## config.mk

```make
export PLATFORM = sky130hd
export DESIGN_NAME = multi_sev_seg
export DESIGN_NICKNAME = d
export VERILOG_FILES = /design/src/rtl/multi_sev_seg.sv
export SDC_FILE = /design/constraint.sdc
export NUM_CORES = 1
export LEC_CHECK = 0
export CAP_MARGIN = 40
export CORE_AREA = 3 3 90 75
export CTS_CLUSTER_DIAMETER = 30
export DETAILED_ROUTE_END_ITERATION = 10
export DIE_AREA = 0 0 93 78
export GPL_ROUTABILITY_DRIVEN = 0
export PLACE_DENSITY_LB_ADDON = 0.2
export SLEW_MARGIN = 20
export SYNTH_ARGS = -nofsm -noshare
export SYNTH_HDL_FRONTEND = slang
export SYNTH_SLANG_ARGS = --single-unit
```

## constraint.sdc

```tcl
create_clock -name clk -period 3.8 [get_ports clk]
set_input_delay 0.76 -clock clk [delete_from_list [all_inputs] [get_ports clk]]
set_output_delay 0.76 -clock clk [all_outputs]
set_load 0.005 [all_outputs]
```

## src/rtl/multi_sev_seg.sv

```systemverilog
// multi_sev_seg
//   Multiplexed seven-segment driver with a shift-in digit store.
//   New hex digits shift in at digits[0]; the scan walks digit 0..N-1,
//   showing each for DIV_COUNT cycles followed by BLANK_CYCLES of dead
//   time with every digit off. A registered, inverted digit sum is also
//   provided.
// Ports
//   clk          rising-edge clock
//   reset        synchronous, active-high
//   digit_in     hex digit to shift in
//   digit_valid  one-cycle strobe: shift digit_in into digits[0]
//   clear        zero all stored digits (wins over digit_valid)
//   seg          active-low segments, seg[0]=a .. seg[6]=g
//   en           active-high digit enables, at most one bit set
//   sum_n        ~(sum of stored digits), one cycle behind storage
module multi_sev_seg #(
  parameter int NUM_DIGITS   = 4,
  parameter int DIV_COUNT    = 100000,
  parameter int BLANK_CYCLES = 1000
) (
  input  logic                              clk,
  input  logic                              reset,
  input  logic [3:0]                        digit_in,
  input  logic                              digit_valid,
  input  logic                              clear,
  output logic [6:0]                        seg,
  output logic [NUM_DIGITS-1:0]             en,
  output logic [3+$clog2(NUM_DIGITS):0]     sum_n
);

  localparam int IDX_W   = $clog2(NUM_DIGITS);
  localparam int SUM_W   = 4 + IDX_W;
  // One counter serves both the show slot and the blank gap.
  localparam int CNT_MAX = (DIV_COUNT > BLANK_CYCLES) ? DIV_COUNT : BLANK_CYCLES;
  localparam int CNT_W   = (CNT_MAX > 1) ? $clog2(CNT_MAX) : 1;

  localparam logic [CNT_W-1:0] SHOW_LAST  = CNT_W'(DIV_COUNT - 1);
  localparam logic [CNT_W-1:0] BLANK_LAST = CNT_W'((BLANK_CYCLES > 0) ? BLANK_CYCLES - 1 : 0);
  localparam logic [IDX_W-1:0] IDX_LAST   = IDX_W'(NUM_DIGITS - 1);

  typedef enum logic {SHOW, BLANK} state_t;

  state_t                          state;
  logic [CNT_W-1:0]                cnt;
  logic [IDX_W-1:0]                idx;
  logic [IDX_W-1:0]                idx_nxt;
  logic [NUM_DIGITS-1:0][3:0]      digits;
  logic [SUM_W-1:0]                sum_c;

  function automatic logic [6:0] hex7(input logic [3:0] v);
    case (v)
      4'h0: hex7 = 7'b1000000;
      4'h1: hex7 = 7'b1111001;
      4'h2: hex7 = 7'b0100100;
      4'h3: hex7 = 7'b0110000;
      4'h4: hex7 = 7'b0011001;
      4'h5: hex7 = 7'b0010010;
      4'h6: hex7 = 7'b0000010;
      4'h7: hex7 = 7'b1111000;
      4'h8: hex7 = 7'b0000000;
      4'h9: hex7 = 7'b0010000;
      4'hA: hex7 = 7'b0001000;
      4'hB: hex7 = 7'b0000011;
      4'hC: hex7 = 7'b1000110;
      4'hD: hex7 = 7'b0100001;
      4'hE: hex7 = 7'b0000110;
      default: hex7 = 7'b0001110;
    endcase
  endfunction

  assign idx_nxt = (idx == IDX_LAST) ? '0 : idx + IDX_W'(1);

  // Scan sequencer; storage strobes never touch it.
  always_ff @(posedge clk) begin
    if (reset) begin
      state <= SHOW;
      cnt   <= '0;
      idx   <= '0;
    end else begin
      case (state)
        SHOW: begin
          if (cnt == SHOW_LAST) begin
            cnt <= '0;
            if (BLANK_CYCLES > 0) state <= BLANK;
            else                  idx   <= idx_nxt;
          end else begin
            cnt <= cnt + CNT_W'(1);
          end
        end
        BLANK: begin
          if (cnt == BLANK_LAST) begin
            cnt   <= '0;
            state <= SHOW;
            idx   <= idx_nxt;
          end else begin
            cnt <= cnt + CNT_W'(1);
          end
        end
        default: state <= SHOW;
      endcase
    end
  end

  // Digit store: newest at [0], oldest falls off the top.
  always_ff @(posedge clk) begin
    if (reset || clear) digits <= '0;
    else if (digit_valid) digits <= {digits[NUM_DIGITS-2:0], digit_in};
  end

  always_comb begin
    sum_c = '0;
    for (int i = 0; i < NUM_DIGITS; i++)
      sum_c = sum_c + {{(SUM_W-4){1'b0}}, digits[i]};
  end

  always_ff @(posedge clk) begin
    if (reset) sum_n <= '1;
    else       sum_n <= ~sum_c;
  end

  // Moore outputs: straight decode of scan state and stored digits.
  always_comb begin
    en  = '0;
    seg = 7'b1111111;
    if (state == SHOW) begin
      en  = NUM_DIGITS'(1) << idx;
      seg = hex7(digits[idx]);
    end
  end

endmodule

```

==> Implementation_results.wiki, run 1 <==
{| class="wikitable"
! Metric !! Value
|-
| Status || completed
|-
| CTS tree || built
|-
| Total I/O pin count || 25
|-
| Overall die height || 78 µm
|-
| Mean area per synthesized cell || 9.39 µm²
|-
| Initial antenna violation count || 0
|-
| Routed vias/inst || 5.04
|-
| Post-Synthesis Net Count || roughly 300
|-
| Antenna fix cells || 0
|-
| Detailed Routing Iterations Pass 1 || 5
|-
| Share of post-route cells with drive strength above 1 || 7.77%
|-
| Port buffer count || 24
|-
| Kind of path behind the tightest hold check || flip-flop to flip-flop
|-
| Crit path capture type || output pin
|-
| Met1 layer usage reported by global route || 21.4%
|-
| Skew final || 0.00427 ns
|-
| Hold Path End || cnt[0]
|-
| Main combinational cell family by area after synthesis || simple AND/OR/NAND/NOR gates
|-
| Area growth from synthesis to layout || 15.3%
|-
| Final setup TNS || 0 ns
|-
| Net count reported at finish || 316
|-
| Multiplexer area fraction after synthesis || roughly 11%
|-
| Final period utilization || 94.2%
|-
| Fraction of the mapped netlist area in simple logic gates || roughly a fifth
|-
| Summed instance area of the synthesized netlist || 2470 µm²
|-
| Via count of the first global-routing pass || 1,731
|-
| Multi-input combinational cell area || 1450 µm²
|-
| Die Footprint || 7250 µm²
|-
| First DRT Iteration DRCs || 86
|-
| Count of flip-flops with a built-in enable after synthesis || 0
|-
| Delay of the slowest critical-path stage || 0.60 ns
|-
| Arrival time worst endpoint || 2.82 ns
|-
| Flip-flop cell with the highest count after synthesis || sky130_fd_sc_hd__dfxtp_1
|-
| Max-cap violation count || 0
|-
| Max-slew headroom || 50.0%
|-
| Sequence of cells on the critical path || mux4_2, inv_1, ha_1, inv_1, mux4_2, or2_1, clkdlybuf4s50_1
|-
| Maximum fanout along the worst path || 9
|-
| Maximum count of clock buffers along a single path || 2
|-
| Floorplan core area || 5880 µm²
|-
| Num rows || 25
|-
| DP HPWL || between 3000 and 4000 µm
|-
| CP max-delay cell || sky130_fd_sc_hd__mux4_2
|-
| Layout fillers || between 500 and 600
|-
| Worst endpoint required time || around 3.0 ns
|-
| Combined global-route utilization of all metal layers || ~14%
|-
| Total power || 789 µW
|-
| Setup-violating endpoint count in the final report || 0
|-
| Slew at the pin with the worst max-slew slack || 0.749 ns
|-
| Global routing met3 resource utilization || 4.07%
|-
| Count of H-tree levels built during CTS || 2
|-
| Wire length of the first global-routing pass || 8360 µm
|-
| Startpoint of the most critical hold path || cnt[0]
|-
| XOR/XNOR share of the synthesized area || 4.26%
|-
| Die X || 93 µm
|-
| GRT met2 Usage || 20.7%
|-
| Peak VDD IR || 0.000136 V
|-
| Sequential cell area || 842 µm²
|-
| Busiest layer in global routing || met1
|-
| Post-detailed-route DRC marker count || 0
|-
| Worst-case register-to-register setup slack || 1.12 ns
|-
| Maximum clock rate || approximately 0.28 GHz
|-
| Worst r2r path cells || 9
|-
| Ys Warns || 0
|-
| Synthesized-area fraction occupied by adder cells || 15.1%
|-
| Clock transition at path regs || 0.08 ns
|-
| Power density over the cells || roughly 280 nW/µm²
|-
| Number of pins exceeding their max-slew limit in the final report || 0
|-
| Leakage dissipation || roughly 0.0011 µW
|-
| Initial cell density of the core || 42.0%
|-
| Worst-skew pair later-pin latency || just under 0.3 ns
|-
| Synthesis-stage register bit count || 42
|-
| Maximum number of pins on one net before global-route repair || 23
|-
| Post-CTS Setup Repair Bufs || 0
|-
| Area leader, netlist || sky130_fd_sc_hd__dfxtp_1
|-
| Wire length reported by the detailed router || 4850 µm
|-
| Post-synth top area share || 34.0%
|-
| Sequential-to-total area share from yosys stat || about a third
|-
| # clock sinks || 42
|-
| Hold Fails Final Rpt || 0
|-
| CP startpoint kind || flip-flop
|-
| Post-synth cell types || 44
|-
| Hold-fix buffers, CTS || 0
|-
| Crit Reg-Reg Endpoint || sum_n[3]
|-
| Async set-or-reset flop fraction in the synthesized netlist || 0%
|-
| Total vias in the final route || between 1,500 and 2,000
|-
| Top post-synthesis cells by area || sky130_fd_sc_hd__dfxtp_1 34%, sky130_fd_sc_hd__ha_1 8.6%, sky130_fd_sc_hd__mux2i_1 6.9%
|-
| Clock root cell || sky130_fd_sc_hd__clkbuf_8
|-
| Worst Hold Depth || 1
|-
| Number of buffers created by CTS || 5
|-
| Period minus WS final || around 3.6 ns
|-
| Worst setup path category || flip-flop to output pin
|-
| Final cell utilization of the core || 48.4%
|-
| Wirelength per Cell || 13.3 µm
|-
| Post_cts resized || 0
|-
| Synthesized instance count || about 260
|-
| RSZ-0062 raised after global routing || false
|-
| Synthesized-area fraction occupied by ao, oa, aoi and oai cells || 9.12%
|-
| Remaining global-route overflow || 0
|-
| Antenna viol nets, final || 0
|-
| Critical register-to-register path startpoint || digits[1]
|}
-- layout make-up --
type | instances | share of cell area (%)
Tap cell | 81 | 3.56
Inverter | 30 | 3.95
Multi-Input combinational cell | 178 | 51.0
Timing Repair Buffer | 26 | 9.22
Clock buffer | 7 | 2.68
Sequential cell | 42 | 29.6
-- how the worst max path moves through the flow --
stage | end | slack, ns | cells past startpoint | from
floorplan | seg[3] | 1.04 | 7 | idx[0]
global placement | seg[3] | 0.44 | 7 | idx[0]
detailed placement | seg[3] | 0.35 | 7 | idx[0]
CTS | seg[3] | 0.02 | 7 | idx[0]
global route | seg[3] | 0.05 | 7 | idx[0]
finish | seg[3] | 0.22 | 7 | idx[0]
-- report_power, final --
group,leakage [µW],internal [µW],switching (µW)
clock network,0.0000383,127,142
logic,0.000698,37.9,32.8
registers,0.000340,445,5.26
-- registers in the layout, indices dropped and copies added, names as in the netlist --
name	count
cnt	17
digits	16
sum_n	6
idx	2
state	1
-- cells in the mapped netlist (2+ instances only) --
cell type                   n
sky130_fd_sc_hd__nor2b_1    8
sky130_fd_sc_hd__clkbuf_1   7
sky130_fd_sc_hd__xnor2_1    6
sky130_fd_sc_hd__dfxtp_1   42
sky130_fd_sc_hd__nand2_1   10
sky130_fd_sc_hd__mux4_2     5
sky130_fd_sc_hd__nor3_1    15
sky130_fd_sc_hd__or2_2      4
sky130_fd_sc_hd__o21a_1     2
sky130_fd_sc_hd__xor2_1     6
sky130_fd_sc_hd__a31oi_1    3
sky130_fd_sc_hd__mux2i_1   17
sky130_fd_sc_hd__nand4_1    5
sky130_fd_sc_hd__or3_1      3
sky130_fd_sc_hd__fa_1       8
sky130_fd_sc_hd__ha_1      17
sky130_fd_sc_hd__a211oi_1   4
sky130_fd_sc_hd__a21oi_1    5
sky130_fd_sc_hd__a21o_1     2
sky130_fd_sc_hd__nand2b_1   3
sky130_fd_sc_hd__o21ai_0    7
sky130_fd_sc_hd__nor4b_1    2
sky130_fd_sc_hd__inv_1     30
sky130_fd_sc_hd__nor2_1    20
sky130_fd_sc_hd__nand3_1    5
sky130_fd_sc_hd__or4_1      3
sky130_fd_sc_hd__nor4_1     2
sky130_fd_sc_hd__buf_2      5
sky130_fd_sc_hd__o31ai_1    2
-- layer usage --
layer / vias to the layer above / share of wire [%]
li1: 937 / -
met1: 856 / 55
met2: 39 / 40
met3: 2 / 4.4
met4: 0 / 0.49
met5: - / 0
-- metrics by stage --
stage               cells  setup WS (ns)  hold WS, ns  area (µm²)
floorplan             263           1.04        0.455        2470
global placement      356          0.439        0.478        2760
detailed placement    357          0.351        0.488        2770
CTS                   364         0.0218        0.496        2850
global route          364         0.0512        0.535        2850
finish                364          0.219        0.488        2850
-- placed cells by master, fill, tap and decap left out, drive strengths merged, types with 6 or more instances in the layout --
| cell type | count |
|---|---|
| ha | 17 |
| nor3 | 15 |
| nand2 | 10 |
| dfxtp | 42 |
| nand4 | 6 |
| xnor2 | 6 |
| mux2i | 17 |
| o21ai | 7 |
| nor2 | 20 |
| inv | 30 |
| fa | 8 |
| clkdlybuf4s50 | 24 |
| clkbuf | 7 |
| xor2 | 6 |
| nor2b | 8 |
-- worst max-delay path: cells and delay by family, from the launching register on --
kind,cells,cell delay [ns]
buffers and inverters,3,0.66
and+or+nand+nor,1,0.22
muxes,2,1.04
adders and majority gates,1,0.17
DFF,1,0.45
-- logic make-up (layout without fill, tap and decap cells) --
kind of cell | Yosys count | count (layout)
simple gates | 87 | 87
flops | 42 | 42
fa+ha+maj | 25 | 25
compound gates | 32 | 32
xor+xnor | 12 | 12
buf+inv | 43 | 63
mux | 22 | 22
No activity file was read; power rests on OpenSTA's default activity.
==> inputs of run 2 (changes only) <==
--- a/config.mk
+++ b/config.mk
@@ -11,7 +11,8 @@
 export DETAILED_ROUTE_END_ITERATION = 10
 export DIE_AREA = 0 0 93 78
 export GPL_ROUTABILITY_DRIVEN = 0
-export PLACE_DENSITY_LB_ADDON = 0.2
+export MAX_ROUTING_LAYER = met4
+export PLACE_DENSITY = 0.65
 export SLEW_MARGIN = 20
 export SYNTH_ARGS = -nofsm -noshare
 export SYNTH_HDL_FRONTEND = slang
==> run 2 against run 1 <==
Clock power is 10% higher; final cell count is 0.27% higher; critical path depth stayed put; worst setup slack better by 0.028 ns; sequential share of layout area is 0.16 points lower; total power is 3.4% higher; hold slack better by 0.011 ns; register-to-register slack worse by 0.02 ns; largest cell class unchanged; largest power group unchanged.
==> Implementation_results.wiki, run 2 (synthesis gave the netlist of run 1 again) <==
{| class="wikitable"
! Metric !! Value
|-
| Cell family with most CP delay || multiplexers
|-
| Number of flip-flops in the largest register || 17 (unchanged)
|-
| RSZ-0062 raised after global routing || false
|-
| CTS tree || built
|-
| Skew final || 0.00495 ns (+0.000675 ns)
|-
| Top register by number of flip-flops || cnt
|-
| Clock root cell || sky130_fd_sc_hd__clkbuf_8
|-
| Port buffer count || 24 (unchanged)
|-
| Final setup TNS || 0 ns (unchanged)
|-
| Area growth from synthesis to layout || 16.0%
|-
| Kind of path behind the tightest hold check || flip-flop to flip-flop
|-
| Floorplan core area || 5880 µm² (unchanged)
|-
| Crit path capture type || output pin
|-
| Arrival time worst endpoint || 2.79 ns (-0.03 ns)
|-
| Hold Fails Final Rpt || 0 (unchanged)
|-
| Leakage dissipation || 0.00109 µW (+0.92%)
|-
| Initial cell density of the core || 42.0% (unchanged)
|-
| Remaining global-route overflow || 0 (unchanged)
|-
| Setup-violating endpoint count in the final report || 0 (unchanged)
|-
| Total I/O pin count || 25 (unchanged)
|-
| Wire length of the first global-routing pass || 8670 µm (+3.6%)
|-
| Worst setup path category || flip-flop to output pin
|-
| Combined global-route utilization of all metal layers || 15.0% (+0.51 points)
|-
| Die Footprint || 7250 µm² (unchanged)
|-
| CP startpoint kind || flip-flop
|-
| Detailed Routing Iterations Pass 1 || 4 (-1)
|-
| Maximum clock rate || 0.281 GHz (+0.79%)
|-
| Area post-placement || 2770 µm² (unchanged)
|-
| Post-route design area || 2860 µm² (+0.53%)
|-
| Period minus WS final || 3.55 ns (-0.0281 ns)
|-
| Worst endpoint required time || 3.04 ns (about the same)
|-
| Post-CTS Setup Repair Bufs || 0 (unchanged)
|-
| Status || completed
|-
| Clock transition at path regs || 0.08 ns (about the same)
|-
| Fin cells || 365 (+0.27%)
|-
| Net count reported at finish || 316 (unchanged)
|-
| Most common library cell in the layout ignoring fill and taps || sky130_fd_sc_hd__dfxtp_1
|-
| Max-cap violation count || 0 (unchanged)
|-
| Post-detailed-route DRC marker count || 0 (unchanged)
|-
| First DRT Iteration DRCs || 123 (+43%)
|-
| Post_cts resized || 0 (unchanged)
|-
| Via count of the first global-routing pass || 1,807 (+4.4%)
|-
| Wire length reported by the detailed router || 4670 µm (-3.7%)
|-
| Maximum number of pins on one net before global-route repair || 23 (unchanged)
|-
| Initial antenna violation count || 0 (unchanged)
|-
| Num rows || 25 (unchanged)
|-
| Maximum count of clock buffers along a single path || 2 (unchanged)
|-
| Antenna fix cells || 0 (unchanged)
|-
| Registers with the highest flip-flop counts || cnt: 17 flops, digits: 16 flops, sum_n: 6 flops
|-
| Peak VDD IR || 0.000113 V (-17%)
|-
| # clock sinks || 42 (unchanged)
|-
| Hold-fix buffers, CTS || 0 (unchanged)
|-
| Antenna viol nets, final || 0 (unchanged)
|-
| Worst-case register-to-register setup slack || 1.10 ns (-0.02 ns)
|-
| CP max-delay cell || sky130_fd_sc_hd__mux4_2
|-
| Total vias in the final route || 1,853 (+1.0%)
|-
| Wirelength per Cell || 12.8 µm (-3.9%)
|-
| Final cell utilization of the core || 48.7% (+0.26 points)
|-
| Leading cell types in the layout, fill and taps excluded || 41 x sky130_fd_sc_hd__dfxtp_1, 30 x sky130_fd_sc_hd__inv_1, 24 x sky130_fd_sc_hd__clkdlybuf4s50_1, 20 x sky130_fd_sc_hd__nor2_1
|-
| DP HPWL || 3490 µm (-4.1%)
|-
| Number of pins exceeding their max-slew limit in the final report || 0 (unchanged)
|-
| Slew at the pin with the worst max-slew slack || 0.758 ns (+0.00899 ns)
|-
| Final period utilization || 93.5% (-0.74 points)
|-
| Sequence of cells on the critical path || mux4_2, inv_1, ha_1, inv_1, mux4_2, or2_1, clkdlybuf4s50_1
|-
| Placed Cells incl. Taps || 357 (unchanged)
|-
| Max-slew headroom || 49.4% (-0.60 points)
|-
| CP bufs+invs || 3 (unchanged)
|-
| Routed vias/inst || 5.08 (+0.76%)
|-
| Maximum fanout along the worst path || 9 (unchanged)
|-
| Number of buffers created by CTS || 5 (unchanged)
|-
| Die X || 93 µm (unchanged)
|-
| Count of H-tree levels built during CTS || 2 (unchanged)
|-
| Share of post-route cells with drive strength above 1 || 8.45% (+0.68 points)
|-
| Overall die height || 78 µm (unchanged)
|-
| Worst-skew pair later-pin latency || 0.29 ns (about the same)
|-
| Delay of the slowest critical-path stage || 0.60 ns (about the same)
|-
| Power density over the cells || 285 nW/µm² (+2.8%)
|}
## run 2: cell types whose count changed in the layout (fill, tap and decap cells not counted)
cell	previous run	this run
sky130_fd_sc_hd__clkbuf_1	2	1
sky130_fd_sc_hd__clkbuf_8	5	6
sky130_fd_sc_hd__clkinv_2	0	1
## run 2: final timing paths
kind	startpoint	endpoint	cells past startpoint
hold reg to reg	cnt[0]	cnt[0]	1
hold / removal	cnt[0]	cnt[0]	1
setup reg to reg	digits[1]	sum_n[3]	9
setup / recovery	idx[0]	seg[3]	7
## run 2: area by class of cell
cell class | instances | area [µm²]
repair buffers | 26 | 263
multi-input cells | 178 | 1450
inverters | 30 | 113
clock buffers | 7 | 86.3
fillers | 593 | 3020
flip-flops and latches | 42 | 842
well taps | 81 | 101
clock inverters | 1 | 5.00
## run 2: power breakdown
| part | internal [µW] | switching (µW) |
|---|---|---|
| clock network | 147 | 148 |
| registers | 445 | 5.11 |
| logic | 37.8 | 32.8 |
## run 2: worst reg2reg max path, stage by stage (launching register included)
cell and delay [ns]:
sky130_fd_sc_hd__dfxtp_1 0.39, sky130_fd_sc_hd__inv_1 0.08, sky130_fd_sc_hd__fa_1 0.56, sky130_fd_sc_hd__fa_1 0.42, sky130_fd_sc_hd__inv_1 0.07, sky130_fd_sc_hd__ha_1 0.18, sky130_fd_sc_hd__inv_1 0.06, sky130_fd_sc_hd__fa_1 0.38
sky130_fd_sc_hd__nor2b_1 0.14, sky130_fd_sc_hd__or3_1 0.31
## run 2: layer usage
layer	vias up	part of all wire [%]	global-route usage (%)
met2	42	39	19.9
li1	935	-	-
met4	0	0.94	5.12
met3	5	4.7	3.20
met5	-	0	-
met1	871	55	22.2
## run 2: metrics by stage
stage	total power (µW)	hold slack (ns)	setup WS, ns
after floorplan	503	0.455	1.04
after global placement	530	0.479	0.451
after detailed placement	532	0.493	0.391
after CTS	828	0.504	0.0681
after global routing	861	0.534	0.0888
final	816	0.499	0.247
